## src/rtl/pipe_ctrl_unit_if.sv

```systemverilog
// Bus interface for pipe_ctrl_unit: ID-stage inputs, hazard/flush controls
// and the per-stage control outputs. The DUT connects through the slave
// modport; the driving environment uses the master modport.
interface pipe_ctrl_unit_if #(
    parameter int unsigned REG_W = 4,
    parameter int unsigned CNT_W = 16
);
    // ID-stage inputs
    logic [3:0]       opcode;
    logic             id_valid;
    logic [REG_W-1:0] id_rs;
    logic [REG_W-1:0] id_rt;
    logic [REG_W-1:0] id_rd;
    logic             branch_taken;

    // Pipeline control outputs
    logic             stall;
    logic             flush;
    logic             ex_alu_src;
    logic             ex_reg_dst;
    logic             ex_branch;
    logic             mem_read;
    logic             mem_write;
    logic             wb_reg_write;
    logic             wb_mem_to_reg;
    logic [REG_W-1:0] wb_rd;
    logic             illegal;
    logic [CNT_W-1:0] stall_cnt;

    modport master (
        output opcode, id_valid, id_rs, id_rt, id_rd, branch_taken,
        input  stall, flush, ex_alu_src, ex_reg_dst, ex_branch,
        input  mem_read, mem_write, wb_reg_write, wb_mem_to_reg, wb_rd,
        input  illegal, stall_cnt
    );

    modport slave (
        input  opcode, id_valid, id_rs, id_rt, id_rd, branch_taken,
        output stall, flush, ex_alu_src, ex_reg_dst, ex_branch,
        output mem_read, mem_write, wb_reg_write, wb_mem_to_reg, wb_rd,
        output illegal, stall_cnt
    );
endinterface

```

## src/rtl/pipe_ctrl_unit.sv

```systemverilog
// Pipelined control unit for the WISC core: decodes the ID-stage opcode,
// carries the control bundle through ID/EX, EX/MEM and MEM/WB, raises RAW
// stalls, squashes on taken branches and flags illegal opcodes.
// Optional feature macro: FORWARD_EN (load-use-only hazard detection when the
// datapath forwards EX/MEM and MEM/WB results).
module pipe_ctrl_unit #(
    parameter int unsigned REG_W       = 4,
    parameter int unsigned FLUSH_DEPTH = 1,
    parameter int unsigned CNT_W       = 16
) (
    input logic             clk,
    input logic             rst,
    pipe_ctrl_unit_if.slave bus
);

    typedef struct packed {
        logic             alu_src;
        logic             reg_dst;
        logic             branch;
        logic             mem_read;
        logic             mem_write;
        logic             reg_write;
        logic             mem_to_reg;
        logic [REG_W-1:0] rd;
    } ctrl_t;

    localparam logic [1:0] FlushLoad = 2'(FLUSH_DEPTH);

    ctrl_t            dec;
    logic             uses_rs;
    logic             uses_rt;
    logic             id_illegal;

    ctrl_t            id_ex_q, id_ex_d;
    ctrl_t            ex_mem_q;
    ctrl_t            mem_wb_q;

    logic [1:0]       flush_cnt_q, flush_cnt_d;
    logic             flush_int;
    logic             hazard;
    logic             stall_int;
    logic             illegal_q;
    logic [CNT_W-1:0] stall_cnt_q;

    // True when an in-use, non-zero source matches a writing stage's rd.
    function automatic logic src_hit(input logic [REG_W-1:0] src, input logic used,
                                     input ctrl_t st);
        return used && (src != '0) && st.reg_write && (src == st.rd);
    endfunction

    // Opcode decode into the control bundle and source-use flags.
    always_comb begin
        dec        = '0;
        uses_rs    = 1'b0;
        uses_rt    = 1'b0;
        id_illegal = 1'b0;
        if (bus.id_valid) begin
            case (bus.opcode)
                4'b0000, 4'b0001, 4'b0010, 4'b0011, 4'b0111, 4'b1110: begin
                    dec.reg_dst   = 1'b1;
                    dec.reg_write = 1'b1;
                end
                4'b0100, 4'b0101, 4'b0110: begin
                    dec.alu_src   = 1'b1;
                    dec.reg_write = 1'b1;
                end
                4'b1000: begin
                    dec.alu_src    = 1'b1;
                    dec.mem_read   = 1'b1;
                    dec.reg_write  = 1'b1;
                    dec.mem_to_reg = 1'b1;
                end
                4'b1001: begin
                    dec.alu_src   = 1'b1;
                    dec.mem_write = 1'b1;
                end
                4'b1010, 4'b1011: begin
                    dec.reg_dst   = 1'b1;
                    dec.alu_src   = 1'b1;
                    dec.reg_write = 1'b1;
                end
                4'b1100, 4'b1101: begin
                    dec.branch = 1'b1;
                end
                default: begin
                    id_illegal = 1'b1;
                end
            endcase

            // Keep the bundle all-zero for non-writing instructions.
            if (dec.reg_write) begin
                dec.rd = bus.id_rd;
            end

            case (bus.opcode)
                4'b0000, 4'b0001, 4'b0010, 4'b0011, 4'b0111, 4'b1001: uses_rt = 1'b1;
                default:                                              uses_rt = 1'b0;
            endcase

            case (bus.opcode)
                4'b1100, 4'b1110, 4'b1111: uses_rs = 1'b0;
                default:                   uses_rs = 1'b1;
            endcase
        end
    end

    // RAW hazard detection against the older stages.
    always_comb begin
        hazard = 1'b0;
`ifdef FORWARD_EN
        // Only a load in EX cannot be forwarded in time.
        if (id_ex_q.mem_read) begin
            hazard = src_hit(bus.id_rs, uses_rs, id_ex_q) ||
                     src_hit(bus.id_rt, uses_rt, id_ex_q);
        end
`else
        hazard = src_hit(bus.id_rs, uses_rs, id_ex_q)  ||
                 src_hit(bus.id_rt, uses_rt, id_ex_q)  ||
                 src_hit(bus.id_rs, uses_rs, ex_mem_q) ||
                 src_hit(bus.id_rt, uses_rt, ex_mem_q) ||
                 src_hit(bus.id_rs, uses_rs, mem_wb_q) ||
                 src_hit(bus.id_rt, uses_rt, mem_wb_q);
`endif
    end

    // Stall gating: a taken branch or active flush overrides a hazard, since
    // the instruction in ID is being squashed anyway.
    always_comb begin
        flush_int = (flush_cnt_q != 2'd0);
        stall_int = hazard && !bus.branch_taken && !flush_int;
    end

    // Flush counter next state: reload on taken branch, else count down.
    always_comb begin
        flush_cnt_d = flush_cnt_q;
        if (bus.branch_taken) begin
            flush_cnt_d = FlushLoad;
        end else if (flush_cnt_q != 2'd0) begin
            flush_cnt_d = flush_cnt_q - 2'd1;
        end
    end

    // ID/EX next state: bubble on stall or flush.
    always_comb begin
        id_ex_d = dec;
        if (stall_int || flush_int) begin
            id_ex_d = '0;
        end
    end

    // Stage registers; EX/MEM and MEM/WB always advance.
    always_ff @(posedge clk or posedge rst) begin
        if (rst) begin
            id_ex_q  <= '0;
            ex_mem_q <= '0;
            mem_wb_q <= '0;
        end else begin
            id_ex_q  <= id_ex_d;
            ex_mem_q <= id_ex_q;
            mem_wb_q <= ex_mem_q;
        end
    end

    // Flush counter register.
    always_ff @(posedge clk or posedge rst) begin
        if (rst) begin
            flush_cnt_q <= 2'd0;
        end else begin
            flush_cnt_q <= flush_cnt_d;
        end
    end

    // Sticky illegal-opcode flag.
    always_ff @(posedge clk or posedge rst) begin
        if (rst) begin
            illegal_q <= 1'b0;
        end else if (id_illegal) begin
            illegal_q <= 1'b1;
        end
    end

    // Saturating stall-cycle counter.
    always_ff @(posedge clk or posedge rst) begin
        if (rst) begin
            stall_cnt_q <= '0;
        end else if (stall_int && (stall_cnt_q != '1)) begin
            stall_cnt_q <= stall_cnt_q + CNT_W'(1);
        end
    end

    // Drive the bus outputs from the stage registers.
    always_comb begin
        bus.stall         = stall_int;
        bus.flush         = flush_int;
        bus.ex_alu_src    = id_ex_q.alu_src;
        bus.ex_reg_dst    = id_ex_q.reg_dst;
        bus.ex_branch     = id_ex_q.branch;
        bus.mem_read      = ex_mem_q.mem_read;
        bus.mem_write     = ex_mem_q.mem_write;
        bus.wb_reg_write  = mem_wb_q.reg_write;
        bus.wb_mem_to_reg = mem_wb_q.mem_to_reg;
        bus.wb_rd         = mem_wb_q.rd;
        bus.illegal       = illegal_q;
        bus.stall_cnt     = stall_cnt_q;
    end

endmodule

```

## src/flat_wrapper.sv

```systemverilog
// flat-port wrapper written by rule: the top's interface ports become plain ports
module pipe_ctrl_unit_flat 
#(
    parameter int unsigned REG_W       = 4,
    parameter int unsigned FLUSH_DEPTH = 1,
    parameter int unsigned CNT_W       = 16
)
  (clk, rst, bus_opcode, bus_id_valid, bus_id_rs, bus_id_rt, bus_id_rd, bus_branch_taken, bus_stall, bus_flush, bus_ex_alu_src, bus_ex_reg_dst, bus_ex_branch, bus_mem_read, bus_mem_write, bus_wb_reg_write, bus_wb_mem_to_reg, bus_wb_rd, bus_illegal, bus_stall_cnt);
  pipe_ctrl_unit_if #(.REG_W(REG_W), .CNT_W(CNT_W)) bus_i ();
  input logic clk;
  input logic rst;
  input wire logic [$bits(bus_i.opcode)-1:0] bus_opcode;
  input wire logic [$bits(bus_i.id_valid)-1:0] bus_id_valid;
  input wire logic [$bits(bus_i.id_rs)-1:0] bus_id_rs;
  input wire logic [$bits(bus_i.id_rt)-1:0] bus_id_rt;
  input wire logic [$bits(bus_i.id_rd)-1:0] bus_id_rd;
  input wire logic [$bits(bus_i.branch_taken)-1:0] bus_branch_taken;
  output wire logic [$bits(bus_i.stall)-1:0] bus_stall;
  output wire logic [$bits(bus_i.flush)-1:0] bus_flush;
  output wire logic [$bits(bus_i.ex_alu_src)-1:0] bus_ex_alu_src;
  output wire logic [$bits(bus_i.ex_reg_dst)-1:0] bus_ex_reg_dst;
  output wire logic [$bits(bus_i.ex_branch)-1:0] bus_ex_branch;
  output wire logic [$bits(bus_i.mem_read)-1:0] bus_mem_read;
  output wire logic [$bits(bus_i.mem_write)-1:0] bus_mem_write;
  output wire logic [$bits(bus_i.wb_reg_write)-1:0] bus_wb_reg_write;
  output wire logic [$bits(bus_i.wb_mem_to_reg)-1:0] bus_wb_mem_to_reg;
  output wire logic [$bits(bus_i.wb_rd)-1:0] bus_wb_rd;
  output wire logic [$bits(bus_i.illegal)-1:0] bus_illegal;
  output wire logic [$bits(bus_i.stall_cnt)-1:0] bus_stall_cnt;
  assign bus_i.opcode = bus_opcode;
  assign bus_i.id_valid = bus_id_valid;
  assign bus_i.id_rs = bus_id_rs;
  assign bus_i.id_rt = bus_id_rt;
  assign bus_i.id_rd = bus_id_rd;
  assign bus_i.branch_taken = bus_branch_taken;
  assign bus_stall = bus_i.stall;
  assign bus_flush = bus_i.flush;
  assign bus_ex_alu_src = bus_i.ex_alu_src;
  assign bus_ex_reg_dst = bus_i.ex_reg_dst;
  assign bus_ex_branch = bus_i.ex_branch;
  assign bus_mem_read = bus_i.mem_read;
  assign bus_mem_write = bus_i.mem_write;
  assign bus_wb_reg_write = bus_i.wb_reg_write;
  assign bus_wb_mem_to_reg = bus_i.wb_mem_to_reg;
  assign bus_wb_rd = bus_i.wb_rd;
  assign bus_illegal = bus_i.illegal;
  assign bus_stall_cnt = bus_i.stall_cnt;
  pipe_ctrl_unit #(.REG_W(REG_W), .FLUSH_DEPTH(FLUSH_DEPTH), .CNT_W(CNT_W)) u_core (.clk(clk), .rst(rst), .bus(bus_i));
endmodule
```

## config.mk

```make
export PLATFORM = sky130hd
export DESIGN_NAME = pipe_ctrl_unit_flat
export DESIGN_NICKNAME = d
export VERILOG_FILES = /design/src/rtl/pipe_ctrl_unit_if.sv /design/src/rtl/pipe_ctrl_unit.sv /design/src/flat_wrapper.sv
export SDC_FILE = /design/constraint.sdc
export NUM_CORES = 1
export LEC_CHECK = 0
export BUFFER_PORTS_ARGS = -buffer_cell sky130_fd_sc_hd__buf_2
export CAP_MARGIN = 20
export CORE_UTILIZATION = 40
export CTS_BUF_LIST = sky130_fd_sc_hd__clkbuf_8
export DETAILED_ROUTE_END_ITERATION = 12
export GPL_TIMING_DRIVEN = 0
export PLACE_DENSITY = 0.65
export SETUP_SLACK_MARGIN = 0.5
export SYNTH_ARGS = -nofsm -noshare
export SYNTH_HDL_FRONTEND = slang
export SYNTH_SLANG_ARGS = --single-unit
```

## constraint.sdc

```tcl
create_clock -name clk -period 1.7 [get_ports clk]
set_input_delay 0.255 -clock clk [delete_from_list [all_inputs] [get_ports clk]]
set_output_delay 0.255 -clock clk [all_outputs]
set_load 0.01 [all_outputs]
```

==> results.cfg <==
[run_status]
outcome = finished, violations left
violations = setup timing

[grt]
grtUsageTotal_pct = 18.4
gr-total-overflow = 0
grt_pass1_wl_um = 7130
grt_pass1_vias = 1512
grt_max_degree = 43
grt_antenna_before_repair = 0

[route]
drt-total-wl_um = 4370
drt_iter0_markers = 84
via_per_inst = 4.91
wl_met3_um = 169
dr_wl_met2_um = 2100
highest-signal-layer = met4
drt-met1-wl_um = 1970
drtAntennaViolNets = 0
vias = 1561
wl_per_cell_um = 13.7
drc = 0
firstDrtPassIters = 4

[power]
swShare_pct = 28.2
net-switching-power_w = 0.000719
power_density_nw_per_um2 = 964
combPwrFrac_pct = 23.0
p_leak_nw = 1.33
seqPwrFrac_pct = 45.2
power_frac_clock_pct = 31.7
p_int_w = 0.00183
worst_ir_drop_vdd_mv = 0.432

[sta]
period_share_pct = 125
max_freq_mhz = 471
finalHoldViolations = 0
finalCriticalPeriod_ns = 2.12
slew-limit-headroom_pct = 40.2
grt_setup_unrepaired = true
maxSlewViolCount = 0
tightestPinTransition_ns = 0.895
skew_ns = 0.00461
worst_slack_ns = -0.424
setup_viol = 27

[floorplanning]
fp.dieW_um = 72.1
chipHeight_um = 72.1
num_io_pins = 50
core_area_um2 = 4720
start_util_pct = 41.6
dieArea_um2 = 5200
rows = 25

[worst_setup_path]
timing.critical_path.to_type = register
cp_data_required_time_ns = 1.89
path_max_fanout = 4
arrival_ns = 2.31
reg2regPathDepth = 7
worstSetupPathType = reg -> reg
start_kind = register

[yosys]
yosysSeqAreaShare_pct = 53.4
syn_inst = 183
synth.cell_area_um2 = 1970
yosys_warnings = 0
synth.area.top_cells = dfrtp_1, xor2_1, xnor2_1, nor4_1, and3_1
synth_area_per_cell_um2 = 10.7
ys_types = 29
synth-seq-cells = 42
synth_top_area_share_pct = 53.4
synth_top_cell_by_area = dfrtp_1
synth_nets = 205

[clock_network]
hold_buffers = 0
cts_made_buffers = 5
clockBufferDepth = 2
cts_tree = done
htreeDepth = 2
cts_root_buf = clkbuf_8
insertion_delay_ns = 0.30
clkSinkCount = 42
path_clk_slew_ns = 0.08

[cells_and_area]
num-fill-cells = 435
fin_util_pct = 56.0
final_common_cell = buf_2
final_area_um2 = 2640
antenna_cells = 0
largest_reg_flops = 16
final_nets = 273
area_growth_pct = 34.4
layout_common_cells = buf_2, dfrtp_1, xor2_1
drive_above_1_share_pct = 38.6

[place]
place_congestion = 0.813
hpwl_um = 2930
port_buffers = 48
place_area_um2 = 2290

[job]
cap_violations = 0

[worst_hold_path]
worstHoldPathType = in -> async
layer usage:
| metal | vias to the layer above | track usage, % |
|---|---|---|
| met1 | 759 | 24.1 |
| met5 | - | 0 |
| met2 | 30 | 27.8 |
| li1 | 761 | - |
| met4 | 0 | 9.80 |
| met3 | 11 | 4.86 |
through the flow:
| stage | total power [W] | TNS, ns | hold WS [ns] | std cells | setup slack (ns) |
|---|---|---|---|---|---|
| after floorplan | 0.00142 | -1.79 | 0.247 | 183 | -0.175 |
| after global placement | 0.00155 | -8.89 | 0.334 | 298 | -0.500 |
| after detailed placement | 0.00156 | -9.34 | 0.339 | 298 | -0.509 |
| after CTS | 0.00252 | -5.49 | 0.115 | 315 | -0.352 |
| after global routing | 0.00269 | -11.12 | 0.118 | 318 | -0.545 |
| final | 0.00255 | -7.24 | 0.120 | 318 | -0.424 |
power by group through the flow:
stage	clock (W)	combinational, W	sequential [W]
5_1_grt	0.000867	0.000651	0.00117
3_3_place_gp	0	0.000383	0.00117
4_1_cts	0.000824	0.000536	0.00116
6_report	0.000809	0.000587	0.00115
2_1_floorplan	0	0.000237	0.00118
3_5_place_dp	0	0.000387	0.00117
cell type report:
| class | instances | area [µm²] | share of cell area [%] |
|---|---|---|---|
| Sequential cell | 42 | 1050 | 39.8 |
| Inverter | 10 | 43.8 | 1.66 |
| Clock inverter | 1 | 30.0 | 1.14 |
| Multi-Input combinational cell | 126 | 970 | 36.7 |
| Buffer | 5 | 33.8 | 1.28 |
| Tap cell | 67 | 83.8 | 3.17 |
| Timing Repair Buffer | 61 | 348 | 13.2 |
| Clock buffer | 6 | 82.6 | 3.12 |
path summary, 6_finish.rpt:
path,startpoint,to,slack (ns)
max in group asynchronous,rst,u_core.bus.stall_cnt[4],1.04
min,rst,u_core.bus.wb_rd[3],0.12
min reg2reg,u_core.id_ex_q[6],u_core.bus.mem_write,0.35
max,u_core.ex_mem_q[1],u_core.bus.stall_cnt[1],-0.42
min in group clk,bus_branch_taken,u_core.flush_cnt_q[1],0.12
max reg2reg,u_core.ex_mem_q[1],u_core.bus.stall_cnt[1],-0.42
cell usage after synthesis (all sizes together):
master / count
clkdlybuf4s25: 1
o31ai: 2
nand4: 5
xor2: 20
and4: 3
and3: 9
a21oi: 7
dfrtp: 42
mux2i: 1
a311oi: 1
ha: 2
nand3: 10
o21bai: 1
mux2: 1
nor4: 9
a221oi: 1
inv: 10
a21o: 1
nand2b: 4
nor3: 3
clkbuf: 2
nand2: 13
o21ai: 2
a31oi: 1
nor2: 11
xnor2: 19
buf: 2
logic make-up after synthesis:
family / share of synthesized area [%]
adder cells (fa/ha/maj): 1.27
buffers and inverters: 3.63
flip-flops: 53.4
multiplexers: 1.08
AO/OA/AOI/OAI: 5.34
AND/OR/NAND/NOR: 17.9
XOR/XNOR: 17.4
repair_timing:
action,in CTS,in global routing
gates resized for setup,20,10
cloned,1,0
endpoints found under the setup margin,28,29
pin swaps,14,4
hold endpoints to repair,0,0
setup buffers,9,3
critical path: stages, from the launching register on:
cell and delay [ns]:
dfrtp_1 0.41, xor2_1 0.16, nor4_2 0.44, o31ai_4 0.15, a221oi_2 0.28, buf_4 0.18
buf_4 0.11, mux2_4 0.28
Power figures use the tool's default switching activity.
